$ cat src/rtl/fifo_rd_sched.sv
// Round-robin burst read scheduler draining several async_fifo read ports
// into a single valid/ready output stream, one word in flight at a time.
module fifo_rd_sched #(
  parameter int NUM_CH   = 4,
  parameter int DATESIZE = 8,
  parameter int CHW      = 2,
  parameter int BURST    = 4
) (
  input  logic                         rclk,
  input  logic                         r_rstn,
  input  logic [NUM_CH-1:0]            ch_rempty,
  input  logic [NUM_CH*DATESIZE-1:0]   ch_rdata,
  input  logic [NUM_CH-1:0]            ch_en,
  output logic [NUM_CH-1:0]            ch_rinc,
  output logic [DATESIZE-1:0]          dout,
  output logic [CHW-1:0]               dout_ch,
  output logic                         dout_valid,
  input  logic                         dout_ready,
  output logic                         busy
);

  typedef enum logic [1:0] {
    IDLE = 2'd0,
    READ = 2'd1,
    CAPT = 2'd2,
    WAIT = 2'd3
  } state_t;

  state_t                state_r;
  logic [CHW-1:0]        gnt_r;
  logic [CHW-1:0]        rr_ptr_r;
  logic [7:0]            burst_cnt_r;
  logic [NUM_CH-1:0]     ch_rinc_r;
  logic [DATESIZE-1:0]   dout_r;
  logic [CHW-1:0]        dout_ch_r;
  logic                  dout_valid_r;
  logic                  busy_r;

  logic [NUM_CH-1:0]     elig_s;
  logic                  pick_found_s;
  logic [CHW-1:0]        pick_idx_s;
  logic [CHW-1:0]        gnt_next_s;
  logic [DATESIZE-1:0]   rdata_sel_s;
  logic                  gnt_elig_s;
  logic                  burst_more_s;

  function automatic logic [NUM_CH-1:0] onehot_f(input logic [CHW-1:0] idx);
    logic [NUM_CH-1:0] v;
    v      = {NUM_CH{1'b0}};
    v[idx] = 1'b1;
    return v;
  endfunction

  assign elig_s       = ch_en & ~ch_rempty;
  assign gnt_elig_s   = elig_s[gnt_r];
  assign burst_more_s = (burst_cnt_r < 8'(BURST));
  assign gnt_next_s   = (gnt_r == CHW'(NUM_CH - 1)) ? {CHW{1'b0}} : (gnt_r + CHW'(1));

  // First eligible channel at or after rr_ptr, wrapping modulo NUM_CH
  always_comb begin
    logic [CHW:0] sum_v;
    sum_v        = {(CHW+1){1'b0}};
    pick_found_s = 1'b0;
    pick_idx_s   = {CHW{1'b0}};
    for (int k = 0; k < NUM_CH; k++) begin
      sum_v = {1'b0, rr_ptr_r} + (CHW+1)'(k);
      if (sum_v >= (CHW+1)'(NUM_CH)) begin
        sum_v = sum_v - (CHW+1)'(NUM_CH);
      end else begin
        sum_v = sum_v;
      end
      if (!pick_found_s && elig_s[sum_v[CHW-1:0]]) begin
        pick_found_s = 1'b1;
        pick_idx_s   = sum_v[CHW-1:0];
      end else begin
        pick_found_s = pick_found_s;
      end
    end
  end

  // Read-data lane of the granted channel
  always_comb begin
    rdata_sel_s = {DATESIZE{1'b0}};
    for (int i = 0; i < NUM_CH; i++) begin
      if (gnt_r == CHW'(i)) begin
        rdata_sel_s = ch_rdata[i*DATESIZE +: DATESIZE];
      end else begin
        rdata_sel_s = rdata_sel_s;
      end
    end
  end

  // Scheduler FSM; every output is a register loaded on the transition
  always_ff @(posedge rclk or negedge r_rstn) begin
    if (!r_rstn) begin
      state_r      <= IDLE;
      gnt_r        <= {CHW{1'b0}};
      rr_ptr_r     <= {CHW{1'b0}};
      burst_cnt_r  <= 8'd0;
      ch_rinc_r    <= {NUM_CH{1'b0}};
      dout_r       <= {DATESIZE{1'b0}};
      dout_ch_r    <= {CHW{1'b0}};
      dout_valid_r <= 1'b0;
      busy_r       <= 1'b0;
    end else begin
      case (state_r)
        IDLE: begin
          if (pick_found_s) begin
            state_r     <= READ;
            gnt_r       <= pick_idx_s;
            burst_cnt_r <= 8'd0;
            ch_rinc_r   <= onehot_f(pick_idx_s);
            busy_r      <= 1'b1;
          end else begin
            state_r     <= IDLE;
            ch_rinc_r   <= {NUM_CH{1'b0}};
            busy_r      <= 1'b0;
          end
        end
        READ: begin
          state_r   <= CAPT;
          ch_rinc_r <= {NUM_CH{1'b0}};
          busy_r    <= 1'b1;
        end
        CAPT: begin
          state_r      <= WAIT;
          dout_r       <= rdata_sel_s;
          dout_ch_r    <= gnt_r;
          dout_valid_r <= 1'b1;
          burst_cnt_r  <= burst_cnt_r + 8'd1;
          ch_rinc_r    <= {NUM_CH{1'b0}};
          busy_r       <= 1'b1;
        end
        WAIT: begin
          if (dout_ready) begin
            dout_valid_r <= 1'b0;
            // rempty is only trusted here, two cycles after the last read strobe
            if (burst_more_s && gnt_elig_s) begin
              state_r   <= READ;
              ch_rinc_r <= onehot_f(gnt_r);
              busy_r    <= 1'b1;
            end else begin
              state_r   <= IDLE;
              rr_ptr_r  <= gnt_next_s;
              ch_rinc_r <= {NUM_CH{1'b0}};
              busy_r    <= 1'b0;
            end
          end else begin
            state_r   <= WAIT;
            ch_rinc_r <= {NUM_CH{1'b0}};
            busy_r    <= 1'b1;
          end
        end
        default: begin
          state_r      <= IDLE;
          ch_rinc_r    <= {NUM_CH{1'b0}};
          dout_valid_r <= 1'b0;
          busy_r       <= 1'b0;
        end
      endcase
    end
  end

  assign ch_rinc    = ch_rinc_r;
  assign dout       = dout_r;
  assign dout_ch    = dout_ch_r;
  assign dout_valid = dout_valid_r;
  assign busy       = busy_r;

endmodule

$ cat config.mk
export PLATFORM = sky130hd
export DESIGN_NAME = fifo_rd_sched
export DESIGN_NICKNAME = d
export VERILOG_FILES = /design/src/rtl/fifo_rd_sched.sv
export SDC_FILE = /design/constraint.sdc
export NUM_CORES = 1
export LEC_CHECK = 0
export ABC_AREA = 1
export CAP_MARGIN = 30
export CORE_UTILIZATION = 43
export DETAILED_ROUTE_END_ITERATION = 8
export HOLD_SLACK_MARGIN = 0.06
export PLACE_DENSITY_LB_ADDON = 0.1
export SLEW_MARGIN = 10
export SYNTH_ARGS = -nofsm -noshare
export SYNTH_HDL_FRONTEND = slang
export SYNTH_SLANG_ARGS = --single-unit
$ cat constraint.sdc
create_clock -name rclk -period 1.84 [get_ports rclk]
set_clock_uncertainty 0.15 [all_clocks]
set_input_delay 0.368 -clock rclk [delete_from_list [all_inputs] [get_ports rclk]]
set_output_delay 0.368 -clock rclk [all_outputs]
set_load 0.05 [all_outputs]
==> out/summary.txt <==
First-pass GRT wire length: 9230 µm
Placeable Area: 4440 µm²
Fraction of synthesis flops using an asynchronous set or reset pin: 100%
Post-synth EDFFs: 0
Routed Wire Length: 5530 µm
Synthesized-area fraction occupied by xor and xnor cells: 2.15%
Number of buffers inserted by hold repair at cts: 0
Terminus of the critical flop-to-flop path: burst_cnt_r[4]
Root cell of the clock tree: sky130_fd_sc_hd__clkbuf_8
Series of cell instances along the critical path: clkdlybuf4s50_1, inv_2, nor2_4, nand2_2, nand2_2, inv_1, o21ai_2, nand2_2, nor2_4, nand3_1, nand2_1
Number of buffers created by CTS: 5
Wl on met1: 2580 µm
Distinct cells, synth: 28
Power density over the cells: 1640 nW/µm²
Seq cells post-synth: 30
Overall die width: 70.8 µm
Initial detailed-routing violation count: 150
Arrival time at the worst endpoint: 1.83 ns
Fraction of final layout cells with drive strength greater than 1: 22.5%
Sum of met2 wire segment lengths after detailed routing: 2670 µm
Number of port buffers: 58
Leading post-synthesis cells by instance count: sky130_fd_sc_hd__nand2_1, sky130_fd_sc_hd__nand3_1, sky130_fd_sc_hd__dfrtp_1
Post-Syn Nets: 339
CTS clk-pin slew, worst paths: 0.07 ns
Slack of the worst reg-to-reg path: 0.14 ns
# nets final: 415
Post-synthesis simple-gate area fraction: 34.8%
Antenna violations before repair: 0
Critical setup path kind: in -> reg
Core Rows: 24
Clock Path Buffers: 2
Warnings from Yosys: 0
Sort of element at the end of the critical path: flip-flop
Final antenna diode count: 0
Result of the run: completed
Launch point of the worst reg-to-reg path: rr_ptr_r[0]
Mapped Area: 2040 µm²
Termination of the worst setup path: ch_rinc[1]
DP HPWL: 3970 µm
DR vias: 2167
Hold Crit Class: in -> async
Remaining number of nets flagged by the antenna check after routing: 0
Starting density of the core: 45.8%
Total number of clock tree sinks: 30
Headroom to the max-slew limit: 73.2%
Most area-consuming cells after synthesis: sky130_fd_sc_hd__dfrtp_1, sky130_fd_sc_hd__nand2_1, sky130_fd_sc_hd__nand3_1
Number of iterations in the first detailed-routing pass: 6
Compound-gate portion of the synthesized area: 12.7%
Endpoint required time on the critical path: 1.90 ns
Largest net degree at the start of global routing: 31
CTS tree: built
Mapped Cells: 287
Routed wl met3: 213 µm
Worst setup path startpoint: ch_en[0]
Type of element launching the critical path: primary input
Weighted congestion reported at the end of routability-driven placement: 0.845
Latest clock arrival within the worst-skew pair: 0.28 ns
Pins over their slew limit: 0
Number of global-route vias before repair: 2082
Depth of the CTS H-tree: 2
Layout overhead on the synthesized area: 45.0%
Min Tclk post-route: 1.77 ns
Count of maximum capacitance violations: 0
Most common cell in the netlist: sky130_fd_sc_hd__nand2_1
Synthesized-area fraction occupied by adder cells: 5.53%
Measured slew at the worst slew-check pin: 0.402 ns
Die span in y: 70.8 µm
Fill cell instance count of the final layout: 404
Top routing layer used: met4
Critical Path Most Common Cell: sky130_fd_sc_hd__nand2_2
Maximum clock rate: 566 MHz
Final period util: 96.0%
Static Leak: 1.50 nW
Final hold slack: 0.328 ns
Max FO, Critical Path: 3
Multiplexer share of the synthesized area: 0%
Number of top-level design ports: 59
Wire length per cell after detailed routing: 13.3 µm
Remaining Overflow, GRT: 0
Remaining design rule violation count: 0
Floorplan die area: 5010 µm²
Setup repair after global routing missed its margin: true
Overall Global Routing Usage: 22.9%
Total setup violations reported at the end of the flow: 0
Sequential cell area fraction in the yosys report: 36.9%
Peak supply drop: 0.837 mV
Final Hold Violating Endpoints: 0
Fraction of synthesized cell area taken by the top area cell type: 36.9%
R2R depth: 10
Mean area per synthesized cell: 7.09 µm²
Dominant combinational cell family by area after synthesis: simple AND/OR/NAND/NOR gates
Number of vias per cell after detailed routing: 5.21
Cell accounting for the most synthesized area: sky130_fd_sc_hd__dfrtp_1
Main flop type after synthesis: sky130_fd_sc_hd__dfrtp_1
Critical-path cell with the highest stage delay: sky130_fd_sc_hd__clkdlybuf4s50_1
Delay of the slowest critical-path stage: 0.50 ns
Total power draw: 4.84 mW
[power breakdown]
part / internal (mW) / total (mW) / switching, mW
Sequential: 0.903 / 1.08 / 0.182
Clock: 0.301 / 0.564 / 0.264
Combinational: 1.16 / 3.19 / 2.03
Total: 2.37 / 4.84 / 2.47
[logic make-up after synthesis]
kind of cell | Yosys count
AOI/OAI and AO/OA | 47
xor gates and xnor gates | 5
adders and majority gates | 9
buffers and inverters | 38
DFF | 30
and+or+nand+nor | 158
[how the worst min path moves through the flow]
stage / end / slack [ns] / depth (start not counted)
after global routing: dout_ch[1] / 0.37 / 2
after CTS: burst_cnt_r[7] / 0.34 / 2
final: burst_cnt_r[0] / 0.33 / 2
after global placement: dout_ch[0] / 0.32 / 2
after detailed placement: dout_ch[1] / 0.33 / 2
after floorplan: burst_cnt_r[0] / -0.08 / 0
[layout by cell type, fill, tap and decap left out, types with 2 or more instances in the layout]
cell type / instances
sky130_fd_sc_hd__nor3_1: 2
sky130_fd_sc_hd__nor2_4: 3
sky130_fd_sc_hd__nand2_4: 2
sky130_fd_sc_hd__o21ai_0: 16
sky130_fd_sc_hd__buf_4: 37
sky130_fd_sc_hd__ha_1: 8
sky130_fd_sc_hd__nor2_1: 26
sky130_fd_sc_hd__nand4_1: 8
sky130_fd_sc_hd__nand3_2: 4
sky130_fd_sc_hd__nor2_2: 2
sky130_fd_sc_hd__xor2_1: 4
sky130_fd_sc_hd__inv_1: 20
sky130_fd_sc_hd__dlymetal6s2s_1: 4
sky130_fd_sc_hd__clkdlybuf4s50_1: 38
sky130_fd_sc_hd__a21oi_1: 18
sky130_fd_sc_hd__dfrtp_1: 29
sky130_fd_sc_hd__a22oi_1: 8
sky130_fd_sc_hd__clkbuf_8: 6
sky130_fd_sc_hd__inv_2: 6
sky130_fd_sc_hd__nand2_1: 67
sky130_fd_sc_hd__o21ai_1: 2
sky130_fd_sc_hd__nand2_2: 11
sky130_fd_sc_hd__nand3_1: 29
[metal layers]
layer / vias to the layer above / track usage, %
met5: - / 0
met4: 0 / 5.78
met3: 6 / 4.13
met2: 50 / 38.6
met1: 1011 / 30.7
li1: 1100 / -
[worst max-delay path: cells and delay by family]
kind            cells  cell delay (ns)
compound gates      1             0.18
simple gates        7             0.66
buf+inv             3             0.63
[sequential cells by signal, summed over array words and instances, names as in the netlist]
| name | cells |
|---|---|
| burst_cnt_r | 8 |
| busy | 1 |
| ch_rinc | 4 |
| dout | 8 |
| dout_ch | 2 |
| dout_valid | 1 |
| gnt_r | 2 |
| rr_ptr_r | 2 |
| state_r | 2 |
[per-stage QoR]
stage / cell area (µm²) / worst slack (ns) / TNS [ns] / cells / utilization (%)
after floorplan: 2040 / 0.106 / 0 / 287 / -
after global placement: 2700 / -0.276 / -4.07 / 401 / 60.7
after detailed placement: 2700 / -0.309 / -4.77 / 401 / 60.7
after CTS: 2800 / 0.0244 / 0 / 409 / 62.9
after global routing: 2950 / -0.0226 / -0.0464 / 416 / 66.4
final: 2950 / 0.0734 / 0 / 416 / 66.4
[layout make-up]
class | count | area [µm²] | share of cell area [%]
Clock inverter | 2 | 12.5 | 0.424
Timing Repair Buffer | 80 | 728 | 24.7
Inverter | 27 | 104 | 3.52
Clock buffer | 6 | 82.6 | 2.80
Multi-Input combinational cell | 219 | 1210 | 40.9
Sequential cell | 30 | 752 | 25.5
Tap cell | 52 | 65.1 | 2.20
[timing repair]
action	CTS	global route
gates cloned	0	0
setup endpoints to repair	5	26
resized for setup	2	31
setup buffers	0	7
hold endpoints to repair	0	0
pin swaps	0	6
(Power assumes the default switching activity.)
